--- src/rtl/fwd_hazard_if.sv ---
// Bundle between the ID/EX stage and the forwarding/hazard unit: EXE tag,
// source operands and pipeline control in, operand-mux selects and stall out.
interface fwd_hazard_if #(
    parameter int NUM_SRC = 2,
    parameter int REG_AW  = 5,
    parameter int DEPTH   = 2
);
    localparam int SELW = $clog2(DEPTH + 1);

    logic                      adv_i;
    logic                      exe_valid_i;
    logic                      exe_flush_i;
    logic                      exe_we_i;
    logic [REG_AW-1:0]         exe_rd_i;
    logic [SELW-1:0]           exe_rdy_stage_i;
    logic [NUM_SRC*REG_AW-1:0] exe_src_i;
    logic [NUM_SRC-1:0]        exe_src_used_i;
    logic [NUM_SRC*SELW-1:0]   src_sel_o;
    logic                      stall_o;
    logic [15:0]               stall_cnt_o;

    modport master (
        output adv_i, exe_valid_i, exe_flush_i, exe_we_i, exe_rd_i,
               exe_rdy_stage_i, exe_src_i, exe_src_used_i,
        input  src_sel_o, stall_o, stall_cnt_o
    );

    modport slave (
        input  adv_i, exe_valid_i, exe_flush_i, exe_we_i, exe_rd_i,
               exe_rdy_stage_i, exe_src_i, exe_src_used_i,
        output src_sel_o, stall_o, stall_cnt_o
    );
endinterface

--- src/rtl/fwd_hazard_unit.sv ---
// Forwarding and load-use hazard unit. Keeps the destination tags of the last
// DEPTH instructions that left EXE in a shift register (stage 1 = MEM) and,
// per EXE source operand, selects the youngest matching producer's stage or
// raises a stall when that producer's result is not yet forwardable.
module fwd_hazard_unit #(
    parameter int NUM_SRC = 2,
    parameter int REG_AW  = 5,
    parameter int DEPTH   = 2,
    localparam int SELW   = $clog2(DEPTH + 1)
) (
    input logic         clk_i,
    input logic         rst_i,
    fwd_hazard_if.slave bus
);

    // Ready stage of 0 means "next stage"; anything beyond the tracked depth
    // is capped at the last stage, where the register file takes over.
    function automatic logic [SELW-1:0] clamp_rdy(input logic [SELW-1:0] r);
        logic [SELW-1:0] c;
        c = r;
        if (r == '0) begin
            c = SELW'(1);
        end else if (int'(r) > DEPTH) begin
            c = SELW'(DEPTH);
        end
        return c;
    endfunction

    function automatic logic [15:0] sat_inc(input logic [15:0] c);
        logic [15:0] n;
        n = c;
        if (c != 16'hFFFF) begin
            n = c + 16'd1;
        end
        return n;
    endfunction

    logic                    v_p  [1:DEPTH];
    logic                    we_p [1:DEPTH];
    logic [REG_AW-1:0]       rd_p [1:DEPTH];
    logic [SELW-1:0]         rs_p [1:DEPTH];
    logic [15:0]             stall_cnt;
    logic [NUM_SRC-1:0]      hazard;
    logic [NUM_SRC*SELW-1:0] src_sel;
    logic                    live;
    logic                    stall;
    logic                    issue;

    // Per source: scan from stage 1 outward so the youngest producer wins.
    always_comb begin
        logic hit;
        src_sel = '0;
        hazard  = '0;
        hit     = 1'b0;
        for (int s = 0; s < NUM_SRC; s++) begin
            hit = 1'b0;
            for (int k = 1; k <= DEPTH; k++) begin
                if (!hit && v_p[k] && we_p[k] && (rd_p[k] != '0) &&
                    (rd_p[k] == bus.exe_src_i[s*REG_AW +: REG_AW])) begin
                    hit = 1'b1;
                    if (bus.exe_src_used_i[s]) begin
                        if (SELW'(k) >= rs_p[k]) begin
                            src_sel[s*SELW +: SELW] = SELW'(k);
                        end else begin
                            hazard[s] = 1'b1;
                        end
                    end
                end
            end
        end
    end

    assign live  = bus.exe_valid_i & ~bus.exe_flush_i;
    assign stall = live & (|hazard);
    assign issue = live & ~stall;

    // Control: valid bits shift with the pipeline; stall cycles are counted.
    always_ff @(posedge clk_i) begin
        if (rst_i) begin
            for (int k = 1; k <= DEPTH; k++) begin
                v_p[k] <= 1'b0;
            end
            stall_cnt <= '0;
        end else if (bus.adv_i) begin
            v_p[1] <= issue;
            for (int k = 2; k <= DEPTH; k++) begin
                v_p[k] <= v_p[k-1];
            end
            if (stall) begin
                stall_cnt <= sat_inc(stall_cnt);
            end
        end
    end

    // Tag payload: qualified by v_p, so it needs no reset.
    always_ff @(posedge clk_i) begin
        if (bus.adv_i) begin
            we_p[1] <= bus.exe_we_i;
            rd_p[1] <= bus.exe_rd_i;
            rs_p[1] <= clamp_rdy(bus.exe_rdy_stage_i);
            for (int k = 2; k <= DEPTH; k++) begin
                we_p[k] <= we_p[k-1];
                rd_p[k] <= rd_p[k-1];
                rs_p[k] <= rs_p[k-1];
            end
        end
    end

    assign bus.src_sel_o   = src_sel;
    assign bus.stall_o     = stall;
    assign bus.stall_cnt_o = stall_cnt;

endmodule

--- src/flat_wrapper.sv ---
// flat-port wrapper written by rule: the top's interface ports become plain ports
module fwd_hazard_unit_flat 
#(
    parameter int NUM_SRC = 2,
    parameter int REG_AW  = 5,
    parameter int DEPTH   = 2,
    localparam int SELW   = $clog2(DEPTH + 1)
)
  (clk_i, rst_i, bus_adv_i, bus_exe_valid_i, bus_exe_flush_i, bus_exe_we_i, bus_exe_rd_i, bus_exe_rdy_stage_i, bus_exe_src_i, bus_exe_src_used_i, bus_src_sel_o, bus_stall_o, bus_stall_cnt_o);
  fwd_hazard_if #(.NUM_SRC(NUM_SRC), .REG_AW(REG_AW), .DEPTH(DEPTH)) bus_i ();
  input logic clk_i;
  input logic rst_i;
  input wire logic [$bits(bus_i.adv_i)-1:0] bus_adv_i;
  input wire logic [$bits(bus_i.exe_valid_i)-1:0] bus_exe_valid_i;
  input wire logic [$bits(bus_i.exe_flush_i)-1:0] bus_exe_flush_i;
  input wire logic [$bits(bus_i.exe_we_i)-1:0] bus_exe_we_i;
  input wire logic [$bits(bus_i.exe_rd_i)-1:0] bus_exe_rd_i;
  input wire logic [$bits(bus_i.exe_rdy_stage_i)-1:0] bus_exe_rdy_stage_i;
  input wire logic [$bits(bus_i.exe_src_i)-1:0] bus_exe_src_i;
  input wire logic [$bits(bus_i.exe_src_used_i)-1:0] bus_exe_src_used_i;
  output wire logic [$bits(bus_i.src_sel_o)-1:0] bus_src_sel_o;
  output wire logic [$bits(bus_i.stall_o)-1:0] bus_stall_o;
  output wire logic [$bits(bus_i.stall_cnt_o)-1:0] bus_stall_cnt_o;
  assign bus_i.adv_i = bus_adv_i;
  assign bus_i.exe_valid_i = bus_exe_valid_i;
  assign bus_i.exe_flush_i = bus_exe_flush_i;
  assign bus_i.exe_we_i = bus_exe_we_i;
  assign bus_i.exe_rd_i = bus_exe_rd_i;
  assign bus_i.exe_rdy_stage_i = bus_exe_rdy_stage_i;
  assign bus_i.exe_src_i = bus_exe_src_i;
  assign bus_i.exe_src_used_i = bus_exe_src_used_i;
  assign bus_src_sel_o = bus_i.src_sel_o;
  assign bus_stall_o = bus_i.stall_o;
  assign bus_stall_cnt_o = bus_i.stall_cnt_o;
  fwd_hazard_unit #(.NUM_SRC(NUM_SRC), .REG_AW(REG_AW), .DEPTH(DEPTH)) u_core (.clk_i(clk_i), .rst_i(rst_i), .bus(bus_i));
endmodule
--- config.mk ---
export PLATFORM = sky130hd
export DESIGN_NAME = fwd_hazard_unit_flat
export DESIGN_NICKNAME = d
export VERILOG_FILES = /design/src/rtl/fwd_hazard_if.sv /design/src/rtl/fwd_hazard_unit.sv /design/src/flat_wrapper.sv
export SDC_FILE = /design/constraint.sdc
export NUM_CORES = 1
export LEC_CHECK = 0
export BUFFER_PORTS_ARGS = -buffer_cell sky130_fd_sc_hd__buf_2
export CELL_PAD_IN_SITES_DETAIL_PLACEMENT = 0
export CELL_PAD_IN_SITES_GLOBAL_PLACEMENT = 1
export CORE_MARGIN = 2
export CORE_UTILIZATION = 42
export CTS_BUF_LIST = sky130_fd_sc_hd__clkbuf_8
export DETAILED_ROUTE_END_ITERATION = 7
export GPL_TIMING_DRIVEN = 0
export HOLD_SLACK_MARGIN = 0.05
export PLACE_DENSITY_LB_ADDON = 0.1
export SLEW_MARGIN = 20
export SYNTH_ARGS = -nofsm -noshare
export SYNTH_HDL_FRONTEND = slang
export SYNTH_SLANG_ARGS = --single-unit
--- constraint.sdc ---
create_clock -name clk_i -period 2.7 [get_ports clk_i]
set_clock_uncertainty 0.15 [all_clocks]
set_input_delay 0 -clock clk_i [delete_from_list [all_inputs] [get_ports clk_i]]
set_output_delay 0 -clock clk_i [all_outputs]
set_load 0.01 [all_outputs]
==> metrics, run 1 <==
CTS sink count 34; status finished clean; Unique masters post-synth 39; final setup vio count 0; share of the synthesized area in the top cell type 30.0%; GPL Wtd Cong 0.917; Mapped Avg Cell Area 10.3 µm²; layout cells sized above 1 34.9%; CP arrival 2.69 ns; crit-path cells xor2_1 > nor4_2 > nand4_1 > a211oi_2 > a311oi_4 > buf_6 > or4_4 > a21oi_2; initial antenna violation count 0; Power Density 428 nW/µm²; DR vias 1,688; Inserted Clock Buffers 5; vias in the first global route 1,572; CTS tree done; slowest stage cell, crit path or4_4; Max-Slew Margin vs Limit 60.3%; Mapped Nets 201; Starting DRT DRC Count 38; max-cap violation count 0; fill count 340; die area 4820 µm²; Die H 69.5 µm; hold crit path type in2reg; Switching Fraction 23.7%; post-route insts no fill 302; combinational share of power 11.8%; Final nets 277; Overall Global Routing Usage 19.3%; Worst Path Class, Setup reg2reg; post-route ant nets 0; Post-synth ARST share 0%; setup TNS 0 ns; worst endpoint required time 2.76 ns; sequential area share after synthesis 47.8%; largest net degree at the start of global routing 22; critical path peak fanout 7; Final Hold Viols 0; Placement Rows 23; Vias/cell 5.59; NetSw 0.000249 W; VDD IR-drop max 0.249 mV; Peak Freq 380 MHz; fin util 60.6%; Tot Pwr 0.00105 W; EDFF count, synth 18; synth warn 0; first-pass GRT wire length 7370 µm; Int Pwr 0.000803 W; top cells by area, synth edfxtp_1 (30%), dfxtp_1 (18%), xor2_1 (6.3%); width of the die 69.5 µm; crit path time final 2.63 ns; port bufs 43; H-Tree Depth 2; Slew @ Worst Pin 0.595 ns; CP peak stage delay 0.51 ns; Syn Std Cell Area 1800 µm²; WL/cell 15.6 µm; crit end category flop; DP HPWL 3340 µm; Boundary Pins 46; largest area contributor in the netlist edfxtp_1; clock group share of total power 32.6%; Synth-to-Final Area Change 36.6%; top_reg_cell synth edfxtp_1; Residual DRC 0; final WL 4710 µm; Initial Util 44.3%; CTS max path bufs 2; Core Area 4060 µm²; clock latency on the worst-skew pair 0.28 ns; First-pass DRT Iterations 4; synthesized instance count 175; unrepaired setup endpoints after global routing yes; Seq pwr share 55.7%; startpoint class of the critical path flop; Antenna diodes 0; Yosys reg bits 34; total grt overflow 0; Slew Viols, Final 0; final period utilization 97.4%; Leak 0.963 nW; CTS clock-pin slew for the worst setup and hold paths 0.07 ns; Root Buffer Master clkbuf_8; placed cells 268
state kept, by name (all words and copies together), names as in the netlist:
register                cells
u_core.bus.stall_cnt_o     16
u_core.rs_p                 4
u_core.v_p                  2
u_core.rd_p                10
u_core.we_p                 2
layout make-up:
cell class	instances	area, µm²	share of cell area [%]
Multi-Input combinational cell	130	963	39.2
Sequential cell	34	861	35.0
Timing Repair Buffer	69	433	17.6
Clock buffer	5	68.8	2.80
Tap cell	50	62.6	2.54
Buffer	7	42.5	1.73
Inverter	4	15.0	0.611
Clock inverter	3	12.5	0.509
layout by cell type (no fill, tap or decap), types with 2 or more instances in the layout:
| cell | netlist | routed |
|---|---|---|
| buf_2 | 2 | 43 |
| buf_4 | 1 | 18 |
| edfxtp_1 | 18 | 18 |
| dfxtp_1 | 16 | 16 |
| xor2_1 | 13 | 13 |
| or3_1 | 10 | 10 |
| nand2_1 | 9 | 9 |
| a21oi_1 | 13 | 9 |
| dlygate4sd3_1 | 0 | 9 |
| nand4_1 | 8 | 8 |
| o21ai_1 | 8 | 8 |
| xnor2_1 | 7 | 7 |
| nand3_1 | 7 | 7 |
| o31ai_1 | 6 | 6 |
| inv_1 | 4 | 5 |
| and3_1 | 5 | 5 |
| clkbuf_8 | 0 | 5 |
| or4_4 | 1 | 4 |
| nor2_1 | 4 | 4 |
| a21oi_2 | 1 | 4 |
| or4_1 | 7 | 4 |
| nor3b_1 | 3 | 3 |
| clkbuf_1 | 4 | 3 |
| and4_1 | 3 | 3 |
| o21a_1 | 3 | 3 |
| nor3_1 | 2 | 2 |
| nor2b_1 | 2 | 2 |
| or2_2 | 2 | 2 |
| a221oi_1 | 2 | 2 |
path summary, 6_finish.rpt:
kind	start	to	slack, ns	cells past startpoint
worst max-delay path	u_core.rd_p[2][2]$_DFFE_PP_	u_core.bus.stall_cnt_o[3]$_SDFFE_PP0P_	0.07	8
worst min register to register	u_core.rs_p[1][0]$_SDFFCE_PN1P_	u_core.rs_p[2][0]$_DFFE_PP_	0.28	0
worst min-delay path	bus_exe_flush_i	u_core.v_p[1]$_DFFE_PP_	0.09	3
worst max register to register	u_core.rd_p[2][2]$_DFFE_PP_	u_core.bus.stall_cnt_o[3]$_SDFFE_PP0P_	0.07	8
through the flow:
step,area [µm²],setup WS (ns),hold slack [ns]
after floorplan,1800,0.158,-0.0511
after global placement,2080,-0.0864,0.0274
after detailed placement,2080,-0.151,0.0296
after CTS,2320,0.000828,0.0774
after global routing,2460,-0.0569,0.103
final,2460,0.0697,0.0862
what timing repair did:
action	CTS	global route
pin swaps	2	20
setup buffers	9	8
setup endpoints to repair	16	17
hold endpoints to repair	27	0
gates cloned	0	0
hold buffers	9	0
resized for setup	2	16
cells by family (layout without fill, tap and decap cells):
family,count (synthesis),after routing,share of synthesized area [%]
AND/OR/NAND/NOR,68,68,22.6
buffers and inverters,11,88,2.64
adder cells (fa/ha/maj),1,1,0.695
AO/OA/AOI/OAI,40,40,15.6
multiplexers,1,1,0.834
flip-flops,34,34,47.8
XOR/XNOR,20,20,9.74
layer usage:
layer | track usage (%) | share of wire, % | vias to the layer above | routed length (µm)
met1 | 21.2 | 41 | 807 | 1910
met5 | 0 | 0 | - | 0
met4 | 8.93 | 1.8 | 0 | 87
met2 | 34.3 | 53 | 48 | 2500
li1 | - | - | 825 | -
met3 | 5.67 | 4.5 | 8 | 212
critical path, delay by kind of cell, from the launching register on:
| family | cells | cell delay [ns] |
|---|---|---|
| AOI/OAI and AO/OA | 3 | 0.55 |
| DFF | 1 | 0.43 |
| and+or+nand+nor | 3 | 1.08 |
| buffers and inverters | 1 | 0.18 |
| xor gates and xnor gates | 1 | 0.17 |
cell usage after synthesis (4+ instances only):
cell,count
edfxtp_1,18
dfxtp_1,16
a21oi_1,13
xor2_1,13
or3_1,10
nand2_1,9
nand4_1,8
o21ai_1,8
nand3_1,7
or4_1,7
xnor2_1,7
o31ai_1,6
and3_1,5
clkbuf_1,4
inv_1,4
nor2_1,4
power groups by stage:
| stage | logic (W) | clock network, W | registers (W) |
|---|---|---|---|
| CTS | 0.000111 | 0.000356 | 0.000585 |
| finish | 0.000124 | 0.000343 | 0.000585 |
| global placement | 0.0000862 | 0 | 0.000599 |
| detailed placement | 0.0000904 | 0 | 0.000600 |
| floorplan | 0.0000509 | 0 | 0.000594 |
| global route | 0.000135 | 0.000385 | 0.000587 |
Power figures use the tool's default switching activity.
==> run 2: changes to the inputs <==
Settings changed: CELL_PAD_IN_SITES_DETAIL_PLACEMENT 0 to 1.
==> metrics, run 2 (same netlist as run 1, synthesis figures left out) <==
Final nets 273; buffers and inverters on the worst path 1; Die H 69.5 µm; Antenna diodes 0; Vias/cell 5.77; Leak 0.938 nW; critical path peak fanout 7; First-pass DRT Iterations 4; R2R setup slack -0.01 ns; commonest cells after routing, fill and taps aside buf_2 (43), edfxtp_1 (18), dfxtp_1 (16), buf_4 (15), xor2_1 (13); final WL 5580 µm; CP arrival 2.74 ns; Boundary Pins 46; delay-heaviest family, CP simple AND/OR/NAND/NOR gates; Int Pwr 0.000802 W; layout cells sized above 1 33.9%; largest net degree at the start of global routing 22; Tot Pwr 0.00107 W; setup TNS -0.0121 ns; CTS tree done; slowest stage cell, crit path edfxtp_1; GPL Wtd Cong 0.917; Inserted Clock Buffers 5; Worst setup endpoint u_core.bus.stall_cnt_o[5]$_SDFFE_PP0P_; hold_ws 0.0859 ns; Residual DRC 0; status finished with violations; first-pass GRT wire length 9050 µm; fill count 472; final setup vio count 1; crit-path cells xor2_1 > nor4_2 > nand4_1 > a211oi_2 > a311oi_4 > buf_6 > nor4_2 > mux2_4; Power Density 442 nW/µm²; startpoint class of the critical path flop; width of the die 69.5 µm; CTS max path bufs 2; CTS sink count 34; H-Tree Depth 2; max-cap violation count 0; Slew @ Worst Pin 0.564 ns; Synth-to-Final Area Change 34.6%; DR vias 1,718; crit path launch u_core.rd_p[2][3]$_DFFE_PP_; worst endpoint required time 2.72 ns; cells on worst reg2reg path 8; port bufs 43; Peak Freq 369 MHz; Switching Fraction 25.1%; DP HPWL 3800 µm; Reg2Reg Capture Point u_core.bus.stall_cnt_o[5]$_SDFFE_PP0P_; hold crit path type in2reg; placed cells 268; clock latency on the worst-skew pair 0.29 ns; post-route ant nets 0; total grt overflow 0; Slew Viols, Final 0; Seq pwr share 54.8%; worst setup margin -0.0121 ns; CP peak stage delay 0.45 ns; post-route insts no fill 298; most frequent CP cell nor4_2; Root Buffer Master clkbuf_8; Placement Rows 23; NetSw 0.000268 W; Core Area 4060 µm²; Final Hold Viols 0; critical path depth 8; max reg flops 16; final period utilization 100%; combinational share of power 11.6%; most common cell after layout, fill and taps aside buf_2; reg2reg start u_core.rd_p[2][3]$_DFFE_PP_; Max-Slew Margin vs Limit 62.4%; Initial Util 44.3%; CTS clock-pin slew for the worst setup and hold paths 0.07 ns; crit path time final 2.71 ns; failing checks setup timing; unrepaired setup endpoints after global routing yes; Worst Path Class, Setup reg2reg; initial antenna violation count 0; crit end category flop; VDD IR-drop max 0.292 mV; Starting DRT DRC Count 30; clock group share of total power 33.6%; WL/cell 18.7 µm; vias in the first global route 1,769; Overall Global Routing Usage 24.2%; die area 4820 µm²
==> run 2: layout make-up <==
cell class                 instances  area [µm²]  area share [%]
multi-input combinational        130         955            39.4
buffer                             7        42.5            1.76
clock inverter                     3        13.8           0.568
timing repair buffer              65         403            16.6
inverter                           4        15.0           0.620
tap                               50        62.6            2.58
sequential                        34         861            35.6
clock buffer                       5        68.8            2.84
==> run 2: worst min-delay path by stage <==
| stage | from | to | slack [ns] | depth (start not counted) |
|---|---|---|---|---|
| 2_1_floorplan | bus_exe_rd_i[0] | u_core.rd_p[1][0]$_DFFE_PP_ | -0.05 | 0 |
| 3_3_place_gp | bus_exe_rd_i[3] | u_core.rd_p[1][3]$_DFFE_PP_ | 0.03 | 1 |
| 3_5_place_dp | bus_exe_we_i | u_core.we_p[1]$_DFFE_PP_ | 0.03 | 1 |
| 4_1_cts | bus_exe_flush_i | u_core.v_p[1]$_DFFE_PP_ | 0.08 | 3 |
| 5_1_grt | bus_exe_flush_i | u_core.v_p[1]$_DFFE_PP_ | 0.11 | 3 |
| 6_report | bus_exe_flush_i | u_core.v_p[1]$_DFFE_PP_ | 0.09 | 3 |
==> run 2: per-stage QoR <==
step	setup WS [ns]	cell area, µm²	utilization, %
finish	-0.0121	2420	59.7
global route	-0.133	2420	59.7
CTS	-0.00907	2370	58.4
detailed placement	-0.162	2080	51.2
global placement	-0.0864	2080	51.2
floorplan	0.158	1800	-
==> run 2: worst register-to-register path, stage by stage (launching register included) <==
cell,delay [ns]
edfxtp_1,0.45
xor2_1,0.19
nor4_2,0.32
nand4_1,0.22
a211oi_2,0.35
a311oi_4,0.10
buf_6,0.18
nor4_2,0.31
mux2_4,0.32
==> run 2: power groups by stage <==
stage,combinational (W),sequential [W],clock (W)
2_1_floorplan,0.0000509,0.000594,0
6_report,0.000124,0.000586,0.000359
5_1_grt,0.000136,0.000588,0.000400
4_1_cts,0.000118,0.000586,0.000370
3_5_place_dp,0.0000924,0.000600,0
3_3_place_gp,0.0000862,0.000599,0
==> run 2: metal layers <==
| metal | GRT usage (%) | vias up | wire, µm |
|---|---|---|---|
| met4 | 11.1 | 0 | 123 |
| met1 | 27.8 | 841 | 2250 |
| met2 | 42.5 | 52 | 2950 |
| met3 | 5.38 | 10 | 251 |
| met5 | 0 | - | 0 |
| li1 | - | 815 | - |
==> run 2: timing repair <==
action / CTS / global route
setup buffers: 11 / 2
endpoints found under the hold margin: 27 / 0
endpoints found under the setup margin: 18 / 17
resized for setup: 7 / 8
cloned: 0 / 0
pin swaps: 4 / 7
hold buffers: 9 / 0
